===== config.mk =====
export PLATFORM = sky130hd
export DESIGN_NAME = bcd_display_scanner
export DESIGN_NICKNAME = d
export VERILOG_FILES = /design/src/rtl/bcd_display_pkg.sv /design/src/rtl/seg7_decode.sv /design/src/rtl/bcd_display_scanner.sv
export SDC_FILE = /design/constraint.sdc
export NUM_CORES = 1
export LEC_CHECK = 0
export ABC_AREA = 0
export BUFFER_PORTS_ARGS = -buffer_cell sky130_fd_sc_hd__clkbuf_2
export CORE_MARGIN = 3
export CORE_UTILIZATION = 56
export CTS_CLUSTER_SIZE = 30
export DETAILED_ROUTE_END_ITERATION = 8
export PLACE_DENSITY = 0.79
export SLEW_MARGIN = 40
export SYNTH_ARGS = -nofsm -noshare
export SYNTH_HDL_FRONTEND = slang
export SYNTH_SLANG_ARGS = --single-unit
export TNS_END_PERCENT = 1

===== constraint.sdc =====
create_clock -name clk -period 2.45 [get_ports clk]
set_clock_uncertainty 0.15 [all_clocks]
set_input_delay 0.3675 -clock clk [delete_from_list [all_inputs] [get_ports clk]]
set_output_delay 0.3675 -clock clk [all_outputs]
set_load 0.01 [all_outputs]

===== src/rtl/bcd_display_pkg.sv =====
// bcd_display_pkg: segment patterns and sizing helper shared by the display scanner
package bcd_display_pkg;
  localparam logic [6:0] SEG_0 = 7'h40;
  localparam logic [6:0] SEG_1 = 7'h79;
  localparam logic [6:0] SEG_2 = 7'h24;
  localparam logic [6:0] SEG_3 = 7'h30;
  localparam logic [6:0] SEG_4 = 7'h19;
  localparam logic [6:0] SEG_5 = 7'h12;
  localparam logic [6:0] SEG_6 = 7'h02;
  localparam logic [6:0] SEG_7 = 7'h78;
  localparam logic [6:0] SEG_8 = 7'h00;
  localparam logic [6:0] SEG_9 = 7'h10;
  localparam logic [6:0] SEG_DASH = 7'h3F;
  localparam logic [6:0] SEG_BLANK = 7'h7F;
  function automatic int cnt_width(input int p);
    return p > 1 ? $clog2(p) : 1;
  endfunction
endpackage


===== src/rtl/seg7_decode.sv =====
// seg7_decode: BCD digit to active-low gfedcba segments, dash for values above 9
// ports: digit in (DWL bits), seg out (7 bits, active low), invalid out (digit > 9)
module seg7_decode
  import bcd_display_pkg::*;
#(
  parameter int DWL = 4
) (
  input  logic [DWL-1:0] digit,
  output logic [6:0]     seg,
  output logic           invalid
);
  always_comb begin
    invalid = digit > DWL'(9);
    case (digit)
      DWL'(0): seg = SEG_0;
      DWL'(1): seg = SEG_1;
      DWL'(2): seg = SEG_2;
      DWL'(3): seg = SEG_3;
      DWL'(4): seg = SEG_4;
      DWL'(5): seg = SEG_5;
      DWL'(6): seg = SEG_6;
      DWL'(7): seg = SEG_7;
      DWL'(8): seg = SEG_8;
      DWL'(9): seg = SEG_9;
      default: seg = SEG_DASH;
    endcase
  end
endmodule


===== src/rtl/bcd_display_scanner.sv =====
// bcd_display_scanner: multiplexed common-anode seven-segment scanner over a shadowed BCD snapshot
// ports: clk, clr_n (async active-low), enable, load, bcd_in/dp_in (snapshot source), blank_lz;
//        seg/dp/an (active low, registered), err (driven digit > 9)
module bcd_display_scanner
  import bcd_display_pkg::*;
#(
  parameter int NDIG = 4,
  parameter int DWL = 4,
  parameter int PRESCALE = 100000
) (
  input  logic                clk,
  input  logic                clr_n,
  input  logic                enable,
  input  logic                load,
  input  logic [NDIG*DWL-1:0] bcd_in,
  input  logic [NDIG-1:0]     dp_in,
  input  logic                blank_lz,
  output logic [6:0]          seg,
  output logic                dp,
  output logic [NDIG-1:0]     an,
  output logic                err
);
  localparam int CW = cnt_width(PRESCALE);
  localparam int IW = cnt_width(NDIG);
  logic [NDIG*DWL-1:0] shadow;
  logic [NDIG-1:0] shadow_dp;
  logic [CW-1:0] cnt;
  logic [IW-1:0] idx;
  logic [NDIG-1:0] zero_from;
  logic [DWL-1:0] digit;
  logic [6:0] dec_seg;
  logic tick, blank, invalid;
  // zero_from[i]: every shadow digit at position i and above is zero
  for (genvar g = 0; g < NDIG; g++) begin : g_lz
    assign zero_from[g] = (shadow >> (g * DWL)) == '0;
  end
  assign tick = enable && cnt == CW'(PRESCALE - 1);
  assign digit = shadow[idx*DWL +: DWL];
  assign blank = blank_lz && idx != '0 && zero_from[idx];
  seg7_decode #(.DWL(DWL)) u_dec (
    .digit(digit),
    .seg(dec_seg),
    .invalid(invalid)
  );
  always_ff @(posedge clk or negedge clr_n) begin
    if (!clr_n) begin
      shadow <= '0;
      shadow_dp <= '0;
      cnt <= '0;
      idx <= '0;
      an <= '1;
      seg <= SEG_BLANK;
      dp <= 1'b1;
      err <= 1'b0;
    end else begin
      if (load) begin
        shadow <= bcd_in;
        shadow_dp <= dp_in;
      end
      if (enable) cnt <= tick ? '0 : cnt + 1'b1;
      if (tick) idx <= idx == IW'(NDIG - 1) ? '0 : idx + 1'b1;
      an <= enable ? ~(NDIG'(1) << idx) : '1;
      seg <= enable && !blank ? dec_seg : SEG_BLANK;
      dp <= enable && !blank ? ~shadow_dp[idx] : 1'b1;
      err <= enable && !blank && invalid;
    end
  end
endmodule


* After elaboration in Yosys (flattened, before gate mapping)
Memory sizes are Yosys's and may differ from the RTL's.
Index checks and enable logic that the tools add are counted.
** Cells by class
- $add $sub $neg :: 2
- Magnitude comparators :: 2
- Equal/unequal tests :: 2
- Shifts and indexed selects :: 2
- Multiplexer cells :: 9
- Bitwise operators :: 2
- Reductions and logical operators :: 11
** Operator list (number)
- $logic_not A16 Y1 :: 4
- $add A17 B1 Y17 const B :: 1
- $eq A17 B17 Y1 const B :: 1
- $mux W17 :: 1
- $shiftx A16 B5 Y4 :: 1
- $mux W7 :: 1
- $logic_and A1 B1 Y1 :: 5
- $bmux W1 S2 :: 2
- $gt A4 B4 Y1 const B :: 1
- $mux W4 :: 1
- $not A4 Y4 :: 1
- $shl A1 B2 Y4 const A :: 1
- $lt A2 B3 Y1 const B :: 1
- $mux W1 :: 3
- $add A2 B1 Y2 const B :: 1
- $eq A2 B2 Y1 const B :: 1
- $mux W2 :: 1
- $reduce_bool A2 Y1 :: 1
- $logic_not A1 Y1 :: 1
- $not A1 Y1 :: 1
** Storage, ports and cells
- Register bits :: 52
- Bits in read-only memories :: 112
- Input port bits :: 25
- Output and inout port bits :: 13
- Logic and storage cells :: 39
- Memories kept :: 1
** Memories
- (no name shown) :: words 16, width 7, read ports 1, clocked after Yosys merged registers in 0, write ports 0, RTL line seg7_decode.sv:14 : case (digit)

* Depth between registers and ports, before layout
Gate-level depths: netlist of the first run.
- Depth in word-level cells :: 7
- Mapped depth :: 8

* By module
Synthesis of the first run repeated with hierarchy kept, for this count alone.
** Second synthesis, totals
- Cell total of the unflattened synthesis :: 212
- Area, all modules :: 2605.0 sq um
** Modules (own cells, without submodules)
- bcd_display_scanner :: times used 1, cells each 179, area each 2358.5 sq um, seq. area each 1316.3 sq um
- seg7_decode :: times used 1, cells each 33, area each 246.5 sq um, seq. area each 0.0 sq um

* Least setup slack after synthesis of the first run
OpenSTA, ideal clock, no wires.
- Path kind :: flip-flop to flip-flop
- Start point :: reg idx[0]
- End point :: reg seg[4]
- Library setup time :: 0.097 ns
- Arrival time :: 1.855 ns
- Slack :: 0.349 ns
- Stages on the path, launching flop included :: 9
- Path buffers :: 1
- Clock period less this slack :: 2.101 ns
- Path through :: dfrtp_1 buf_6 mux4_2 inv_1 ha_1 inv_1 mux2_2 o22ai_1 nand3_1
** On the way
- Longest elaborated chain between the ends :: 6
- Elaborated cells between the ends (all ways) :: 10
- Classes of those cells :: shift (1); mux (3); reduce/logical (5); memory (1)
** RTL lines
- start, declared :: RTL line bcd_display_scanner.sv:28 : logic [IW-1:0] idx;
- start signal, assigned :: RTL line bcd_display_scanner.sv:61 : if (tick) idx <= idx == IW'(NDIG - 1) ? '0 : idx + 1'b1;
- branches (longest 5 deep; another with $mem_v2 Z16 W7)
- $mux W7 (*) :: RTL line bcd_display_scanner.sv:63 : seg <= enable && !blank ? dec_seg : SEG_BLANK;
- end signal, assigned :: RTL line bcd_display_scanner.sv:63
- end, declared :: RTL line bcd_display_scanner.sv:18 : output logic [6:0] seg,
Mark *: on every way between the ends. The select of a mux whose other input is x is not followed.
A chain may end at the register's enable or synchronous reset.

* Worst setup path in the final report of the first run
Same ends and word-level chain as after synthesis.

==> results.toml, run 1 <==
[layout]
num-fill-cells = 314
final_core_util_pct = 68.22
syn_to_final_growth_pct = 12.85
final_nets = 281
diodes = 0
layout_commonest_cell = "dfrtp_1"
instances_no_fill = 297
layout-drive-gt1-share_pct = 36.44
layout_common_cells = "40 x dfrtp_1, 37 x clkbuf_2, 22 x mux2_2"

[power_and_ir_drop]
leakage_nw = 1.265
peakVddDrop_v = 0.0003515
power_density_mw_per_mm2 = 661.8

[synth]
synth_area_sq_mm = 0.002522
synthCells = 209
ys_seq_area_share_pct = 52.18
synth-async-reset-ratio_pct = 100.0
synthFlopType = "dfrtp_1"
synth_nets = 244
synth_edf_count = 0
synth_cell_type_count = 42
synth_warnings = 0
syn_avg_cell_area_sq_um = 12.07
synth_seq_cells = 52

[setup_path]
critPathLaunchType = "flop"
crit_top_cell = "inv_1"
worst-path-max-fanout = 7
critPathCaptureType = "flop"
r2r_start = "idx[0]"
cp_slowest_cell = "mux4_2"
crit_path_max_incr_delay_ns = 0.60
critPathArrivalTime_ns = 2.20
worstPathRequired_ns = 2.51
crit_chain = "mux4_2, inv_1, ha_1, inv_1, mux2_2, o22ai_1, nand3_1"
crit_path_start = "idx[0]"
worstSetupPathType = "reg -> reg"

[job]
cap_viol_max_count = 0

[clocking]
cts_tree = "built"
cts_max_level = 2
cts.sinks = 52
hold_buffers = 0
cts_made_buffers = 5
path_clk_slew_ns = 0.09
post_cts_buffers = 0
clk_path_buf_depth = 2
clock_latency_ns = 0.30
cts_root_buf = "clkbuf_8"
cts_resized = 0

[timing]
period_needed_ns = 2.142
fin_ws_ns = 0.3077
max_clock_freq_mhz = 466.8
slew_headroom_pct = 58.04
finalHoldViolations = 0
fin_tns_setup_ns = 0
tightest_slew_ns = 0.6294
maxSlewViolCount = 0
rsz0062_at_grt = "no"
fin_crit_sh_pct = 87.44
setup_violations = 0

[place]
port_buffers = 37
gp_congestion = 0.8249
dp.cells = 289
hpwl_mm = 3.328
place_ws_ns = 0.3361

[global_routing]
grt_max_degree = 53
grt_pass1_vias = 1627
grt_use_total_pct = 18.33
overflow = 0
grt_first_pass_wirelength_mm = 7.576
grt_antenna_before_repair = 0

[floorplanning]
core-area_sq_mm = 0.004173
ios = 38
num_rows = 23
fp.dieH_um = 73.12
start_util_pct = 60.45
die_x_um = 73.12
dieArea_sq_mm = 0.005346

[routing]
drt_drc_violations_left = 0
dr.pass1.iters = 4
viasPerCell = 5.505
antenna_left = 0
drt-total-wl_mm = 4.437
initialDrtViolationCount = 95
vias = 1635
wl_per_cell_um = 14.94

[outcome]
status = "finished, final reports clean"

[worst_hold_path]
min-delay-path-class = "in -> async"
## worst paths after layout
path / to / slack, ns / cells past startpoint
max in group asynchronous: cnt[7] / 1.71 / 2
max: seg[4] / 0.31 / 7
max reg2reg: seg[4] / 0.31 / 7
min: cnt[6] / 0.02 / 2
min in group clk: shadow_dp[1] / 0.14 / 2
min reg2reg: shadow_dp[3] / 0.36 / 1
## layout make-up
class	count	area (sq um)	area share, %
multi-input cells	137	1115	39.16
clock buffers	6	72.57	2.549
flip-flops and latches	52	1316	46.24
well taps	50	62.56	2.198
inverters	10	37.54	1.319
clock inverters	2	35.03	1.231
repair buffers	40	207.7	7.297
## Yosys cell counts, types with 2 or more instances
cell | number | area, sq um
nand4_1 | 7 | 43.79
nor3_1 | 3 | 15.01
nand2b_1 | 4 | 25.02
mux4_2 | 5 | 112.6
mux2_2 | 22 | 247.7
ha_1 | 10 | 125.1
mux2i_1 | 2 | 20.02
nor2_1 | 14 | 52.55
a21oi_1 | 3 | 15.01
o22ai_1 | 3 | 18.77
o211ai_1 | 2 | 15.01
or2_0 | 2 | 12.51
o21ai_1 | 3 | 15.01
nand3_1 | 10 | 50.05
clkbuf_1 | 6 | 22.52
buf_6 | 2 | 22.52
nand2_1 | 9 | 33.78
xnor2_1 | 7 | 61.31
inv_1 | 10 | 37.54
mux2_1 | 2 | 22.52
nor4_1 | 5 | 31.28
and2_1 | 2 | 12.51
dfstp_2 | 12 | 315.3
dfrtp_1 | 40 | 1001
and4_1 | 2 | 17.52
xor2_1 | 6 | 52.55
## metrics by stage
step,hold WS [ns],power (W),area [sq um]
floorplan,-0.07809,0.001236,2522
global placement,0.3287,0.001325,2739
detailed placement,0.3412,0.001336,2739
CTS,0.03614,0.001901,2846
global route,0.05195,0.001986,2846
finish,0.01759,0.001884,2846
## power by group
group          total [W]  internal (W)  switching, W
Clock           0.000566      0.000303      0.000263
Sequential       0.00105      0.000960     0.0000869
Combinational   0.000271      0.000139      0.000132
## state kept, by name, indices dropped and copies added, names as in the netlist
signal     flops
seg            7
err            1
idx            2
an             4
shadow_dp      4
shadow        16
cnt           17
dp             1
## metal layers
layer / part of all wire (%) / GRT usage (%) / vias up / routed length, um
met3: 4.6 / 4.545 / 5 / 206
li1: - / - / 812 / -
met5: 0 / 0 / - / 0
met2: 46 / 28.10 / 36 / 2022
met4: 0.90 / 4.303 / 0 / 40
met1: 49 / 26.34 / 782 / 2167
## worst max-delay path: cells and delay by family, from the launching register on
family / cells / cell delay (ns)
AND/OR/NAND/NOR: 1 / 0.09
buffers and inverters: 2 / 0.20
adder cells (fa/ha/maj): 1 / 0.21
flip-flops: 1 / 0.42
AO/OA/AOI/OAI: 1 / 0.13
multiplexers: 2 / 0.86
## kinds of logic after synthesis
logic type	count (synthesis)	synth area share, %
AND/OR/NAND/NOR	66	13.94
adder cells (fa/ha/maj)	10	4.960
multiplexers	31	15.97
AO/OA/AOI/OAI	17	4.811
XOR/XNOR	13	4.514
flip-flops	52	52.18
buffers and inverters	20	3.621
Note: power is estimated with default switching activity, not from simulation.
==> run 2: changes to the inputs <==
--- a/config.mk
+++ b/config.mk
@@ -11,9 +11,11 @@
 export CORE_UTILIZATION = 56
 export CTS_CLUSTER_SIZE = 30
 export DETAILED_ROUTE_END_ITERATION = 8
-export PLACE_DENSITY = 0.79
+export GPL_TIMING_DRIVEN = 0
+export PLACE_DENSITY = 0.78
 export SLEW_MARGIN = 40
 export SYNTH_ARGS = -nofsm -noshare
 export SYNTH_HDL_FRONTEND = slang
+export SYNTH_HIERARCHICAL = 1
 export SYNTH_SLANG_ARGS = --single-unit
 export TNS_END_PERCENT = 1
==> run 2 against run 1 <==
Effect of this change:
- clock power shrank 12%
- global-route usage is 0.15 points lower
- sequential share of layout area fell by 1.7 points
- power is 2.6% lower
- synthesized cell count increased by 1.4%
- hold slack better by 0.13 ns
- area after synthesis up 3.3%
- final cell count up 4.0%
- maximum frequency shrank 4.1%
- critical path type unchanged
==> results.toml, run 2 <==
[outcome]
status = "finished, final reports clean"

[clocking]
hold_buffers = 1
cts_root_buf = "clkbuf_8"
cts.sinks = 52
post_cts_buffers = 0
clock_latency_ns = 0.30
path_clk_slew_ns = 0.09
clk_path_buf_depth = 2
cts_max_level = 2
cts_tree = "built"
cts_made_buffers = 5
cts_resized = 0

[timing]
whs_ns = 0.1443
setup_violations = 0
fin_tns_setup_ns = 0
tightest_slew_ns = 0.6692
maxSlewViolCount = 0
slew_headroom_pct = 55.04
finalHoldViolations = 0
fin_crit_sh_pct = 91.14
period_needed_ns = 2.233
rsz0062_at_grt = "no"
max_clock_freq_mhz = 447.9

[setup_path]
critPathArrivalTime_ns = 2.27
path_delay_family = "multiplexers"
cp.buffers_inverters = 2
crit_chain = "buf_2, mux4_2, inv_1, ha_1, nor2_1, o21a_1, and3_1"
critPathLaunchType = "flop"
critPathCaptureType = "flop"
worstPathRequired_ns = 2.49
cp_slowest_cell = "mux4_2"
worstSetupPathType = "reg -> reg"
crit_path_max_incr_delay_ns = 0.63
worst-path-max-fanout = 10

[floorplanning]
ios = 38
num_rows = 24
dieArea_sq_mm = 0.005506
fp.dieH_um = 74.21
die_x_um = 74.21
start_util_pct = 59.01
core-area_sq_mm = 0.004414

[layout]
layout-drive-gt1-share_pct = 36.58
regArea_sq_mm = 0.001316
syn_to_final_growth_pct = 13.50
layout_commonest_cell = "dfrtp_1"
num-fill-cells = 353
instances_no_fill = 309
multi_input_area_sq_mm = 0.001205
largest_registers = "cnt (17), shadow (16), seg (7)"
diodes = 0
layout_common_cells = "40 x dfrtp_1, 35 x clkbuf_2, 20 x mux2_2"
final_nets = 291
largest_reg_flops = 17
regMostFlops = "cnt"
final_core_util_pct = 66.98

[job]
cap_viol_max_count = 0

[synth]
synth-async-reset-ratio_pct = 100.0
yosysTopAreaCell = "dfrtp_1"
synth_area_sq_mm = 0.002605
synthFlopType = "dfrtp_1"
synth_warnings = 6
yosysTopAreaCellShare_pct = 38.42
synth_nets = 247
synth_seq_cells = 52
yosys-top-cells-count = "40 x dfrtp_1, 20 x mux2_2, 13 x nor2_1, 12 x dfstp_2, 11 x nand2_1"
synth_edf_count = 0
synthCells = 212
syn_avg_cell_area_sq_um = 12.29
synth_area_leaders = "dfrtp_1 38%, dfstp_2 12%, mux2_2 8.6%, ha_1 4.8%, mux4_2 4.3%"
synth_cell_type_count = 52
synth_most_common_cell = "dfrtp_1"
ys_seq_area_share_pct = 50.53

[global_routing]
overflow = 0
grt_first_pass_wirelength_mm = 7.652
grt_antenna_before_repair = 0
grt_use_total_pct = 18.18
grt_pass1_vias = 1633
grt_max_degree = 53

[place]
dp.cells = 300
gp_congestion = 0.7847
hpwl_mm = 3.355
port_buffers = 36

[routing]
initialDrtViolationCount = 57
drt_drc_violations_left = 0
viasPerCell = 5.511
antenna_left = 0
wl_per_cell_um = 14.66
vias = 1703
drt-total-wl_mm = 4.530
dr.pass1.iters = 4

[power_and_ir_drop]
power_density_mw_per_mm2 = 620.8
peakVddDrop_v = 0.0003696
leakage_nw = 1.334

[worst_hold_path]
min-delay-path-class = "in -> reg"
-- run 2: final cells by class --
class                           instances  area share, %
Inverter                                8          1.016
Clock inverter                          1         0.2539
Sequential cell                        52          44.52
Tap cell                               52          2.201
Timing Repair Buffer                   37          6.517
Multi-Input combinational cell        143          40.75
Clock buffer                            7          2.920
Buffer                                  9          1.820
-- run 2: through the flow --
step	setup slack [ns]	cell area, sq um	power, W
4_1_cts	0.1926	2957	0.001852
5_1_grt	0.03481	2957	0.001928
3_3_place_gp	0.2366	2850	0.001339
3_5_place_dp	0.2044	2853	0.001353
6_report	0.2172	2957	0.001835
2_1_floorplan	0.4023	2605	0.001245
-- run 2: final timing paths --
path / start / to / cells past startpoint / slack, ns
min reg2reg: cnt[12] / cnt[12] / 1 / 0.37
min: dp_in[2] / shadow_dp[2] / 2 / 0.14
max: idx[0] / err / 7 / 0.22
min in group asynchronous: clr_n / cnt[8] / 2 / 0.52
max reg2reg: idx[0] / err / 7 / 0.22
max in group asynchronous: clr_n / shadow[0] / 2 / 1.19
-- run 2: per-layer routing --
layer  vias to the layer above  routed length, um  global-route usage, %  part of all wire (%)
met5                         -                  0                      0                     0
li1                        839                  -                      -                     -
met4                         0                 46                  4.829                   1.0
met2                        40               2029                  28.05                    45
met1                       819               2232                  26.47                    49
met3                         5                221                  3.649                   4.9
-- run 2: cell families after synthesis --
group / count (synthesis) / share of synthesized area [%]
buffers and inverters: 17 / 3.218
AO/OA/AOI/OAI: 19 / 4.659
multiplexers: 29 / 14.75
XOR/XNOR: 12 / 4.035
AND/OR/NAND/NOR: 73 / 18.01
adder cells (fa/ha/maj): 10 / 4.803
flip-flops: 52 / 50.53
-- run 2: power by group --
| group | switching (W) | leakage (nW) | internal [W] |
|---|---|---|---|
| sequential | 0.0000937 | 0.624 | 0.000959 |
| combinational | 0.000132 | 0.666 | 0.000153 |
| clock | 0.000267 | 0.0445 | 0.000230 |
-- run 2: worst reg2reg max path, delay by kind of cell, from the launching register on --
family | cells | cell delay [ns]
AOI/OAI and AO/OA | 1 | 0.16
adders and majority gates | 1 | 0.20
buffers and inverters | 2 | 0.41
DFF | 1 | 0.38
muxes | 1 | 0.63
and+or+nand+nor | 2 | 0.20
==> run 3: changes to the inputs <==
--- a/config.mk
+++ b/config.mk
@@ -7,12 +7,14 @@
 export LEC_CHECK = 0
 export ABC_AREA = 0
 export BUFFER_PORTS_ARGS = -buffer_cell sky130_fd_sc_hd__clkbuf_2
+export CELL_PAD_IN_SITES_DETAIL_PLACEMENT = 1
+export CELL_PAD_IN_SITES_GLOBAL_PLACEMENT = 2
 export CORE_MARGIN = 3
-export CORE_UTILIZATION = 56
+export CORE_UTILIZATION = 38
 export CTS_CLUSTER_SIZE = 30
 export DETAILED_ROUTE_END_ITERATION = 8
 export GPL_TIMING_DRIVEN = 0
-export PLACE_DENSITY = 0.78
+export PLACE_DENSITY_LB_ADDON = 0.1
 export SLEW_MARGIN = 40
 export SYNTH_ARGS = -nofsm -noshare
 export SYNTH_HDL_FRONTEND = slang
==> run 3 against run 2 <==
Effect of this change:
- the run now ends with hold timing left
- register-to-register slack got worse by 0.05 ns
- hold slack got worse by 0.17 ns
- combinational power barely moved
- die area rose by 43%
- clock-buffer cell count fell by 1
- clock power fell by 2%
- critical path type unchanged
- largest power group unchanged
==> results.toml, run 3 (synthesis gave the netlist of run 2 again) <==
[timing]
fin_ws_ns = 0.1669
slew_headroom_pct = 52.70
max_clock_freq_mhz = 438.0
setup_violations = 0
fin_crit_sh_pct = 93.19
finalHoldViolations = 18
whs_ns = -0.02118
rsz0062_at_grt = "no"
period_needed_ns = 2.283
tightest_slew_ns = 0.7095
maxSlewViolCount = 0
fin_tns_setup_ns = 0

[clocking]
cts_made_buffers = 5
cts_tree = "built"
path_clk_slew_ns = 0.10
hold_buffers = 0
post_cts_buffers = 0
clock_latency_ns = 0.30
cts_root_buf = "clkbuf_8"
cts_max_level = 2
cts_resized = 0
clk_path_buf_depth = 2
cts.sinks = 52

[layout]
layout-drive-gt1-share_pct = 36.72
largest_reg_flops = 17
syn_to_final_growth_pct = 14.12
largest_registers = "cnt (17), shadow (16), seg (7)"
final_core_util_pct = 45.77
regMostFlops = "cnt"
fin_area_sq_mm = 0.002973
layout_common_cells = "40 x dfrtp_1, 35 x clkbuf_2, 20 x mux2_2"
final_nets = 290
diodes = 0
layout_commonest_cell = "dfrtp_1"

[routing]
drt-total-wl_mm = 5.196
viasPerCell = 5.240
drt_drc_violations_left = 0
antenna_left = 0
dr.pass1.iters = 3
vias = 1745
wl_per_cell_um = 15.60
initialDrtViolationCount = 57

[worst_hold_path]
min-delay-path-class = "in -> async"

[outcome]
status = "finished, violations left"
violations = "hold timing"

[power_and_ir_drop]
power_density_mw_per_mm2 = 615.6
peakVddDrop_v = 0.0002517
leakage_nw = 1.326

[setup_path]
critPathLaunchType = "flop"
critPathArrivalTime_ns = 2.33
worstSetupPathType = "reg -> reg"
worst-path-max-fanout = 10
worstPathRequired_ns = 2.49
critPathCaptureType = "flop"

[place]
place_area_sq_mm = 0.002884
port_buffers = 36
gp_congestion = 0.7471
hpwl_mm = 3.908
place_ws_ns = 0.1930

[global_routing]
overflow = 0
grt_util_met2_pct = 21.73
use_met1_pct = 22.82
gr-usage-met3_pct = 2.886
grt_antenna_before_repair = 0
grt_use_total_pct = 14.89
busiest_layer = "met1"
grt_first_pass_wirelength_mm = 9.087
grt_max_degree = 53
grt_pass1_vias = 1801

[floorplanning]
ios = 38
start_util_pct = 40.11
die_x_um = 88.80
dieArea_sq_mm = 0.007885
fp.dieH_um = 88.80
core-area_sq_mm = 0.006495
num_rows = 29

[job]
cap_viol_max_count = 0
## run 3: final cells by class
class | instances | area, sq um
Fill cell | 726 | 3522
Timing Repair Buffer | 36 | 182.7
Buffer | 9 | 53.80
Sequential cell | 52 | 1316
Clock buffer | 6 | 72.57
Multi-Input combinational cell | 143 | 1205
Clock inverter | 2 | 16.27
Tap cell | 77 | 96.34
Inverter | 8 | 30.03
## run 3: metrics by stage
| step | hold slack [ns] | std cells | total power (W) |
|---|---|---|---|
| final | -0.02118 | 333 | 0.001830 |
| after CTS | 0.006440 | 333 | 0.001870 |
| after detailed placement | 0.3323 | 325 | 0.001362 |
| after floorplan | -0.07809 | 212 | 0.001245 |
| after global routing | 0.03318 | 333 | 0.001960 |
| after global placement | 0.3362 | 325 | 0.001356 |
## run 3: path summary, 6_finish.rpt
path | from | end | slack (ns) | depth (start not counted)
worst min-delay path | clr_n | err | -0.02 | 1
worst max-delay path | idx[0] | err | 0.17 | 7
worst max register to register | idx[0] | err | 0.17 | 7
min in group clk | dp_in[3] | shadow_dp[3] | 0.14 | 2
worst min register to register | cnt[12] | cnt[12] | 0.34 | 1
max in group asynchronous | clr_n | idx[1] | 1.69 | 1
## run 3: power by group
| group | internal, W | switching [W] | total [W] |
|---|---|---|---|
| Combinational | 0.000152 | 0.000135 | 0.000287 |
| Clock | 0.000204 | 0.000284 | 0.000488 |
| Sequential | 0.000959 | 0.0000966 | 0.00106 |
## run 3: critical path, stage by stage (launching register included)
cell and delay [ns]:
dfrtp_1 0.38, buf_2 0.27, mux4_2 0.63, inv_1 0.14
ha_1 0.23, nor2_1 0.05, o21a_1 0.16, and3_1 0.15
## run 3: per-layer routing
metal,routed length (um),part of all wire (%),vias to the layer above
li1,-,-,842
met1,2760,53,868
met2,2226,43,30
met3,162,3.1,5
met4,46,0.89,0
met5,0,0,-
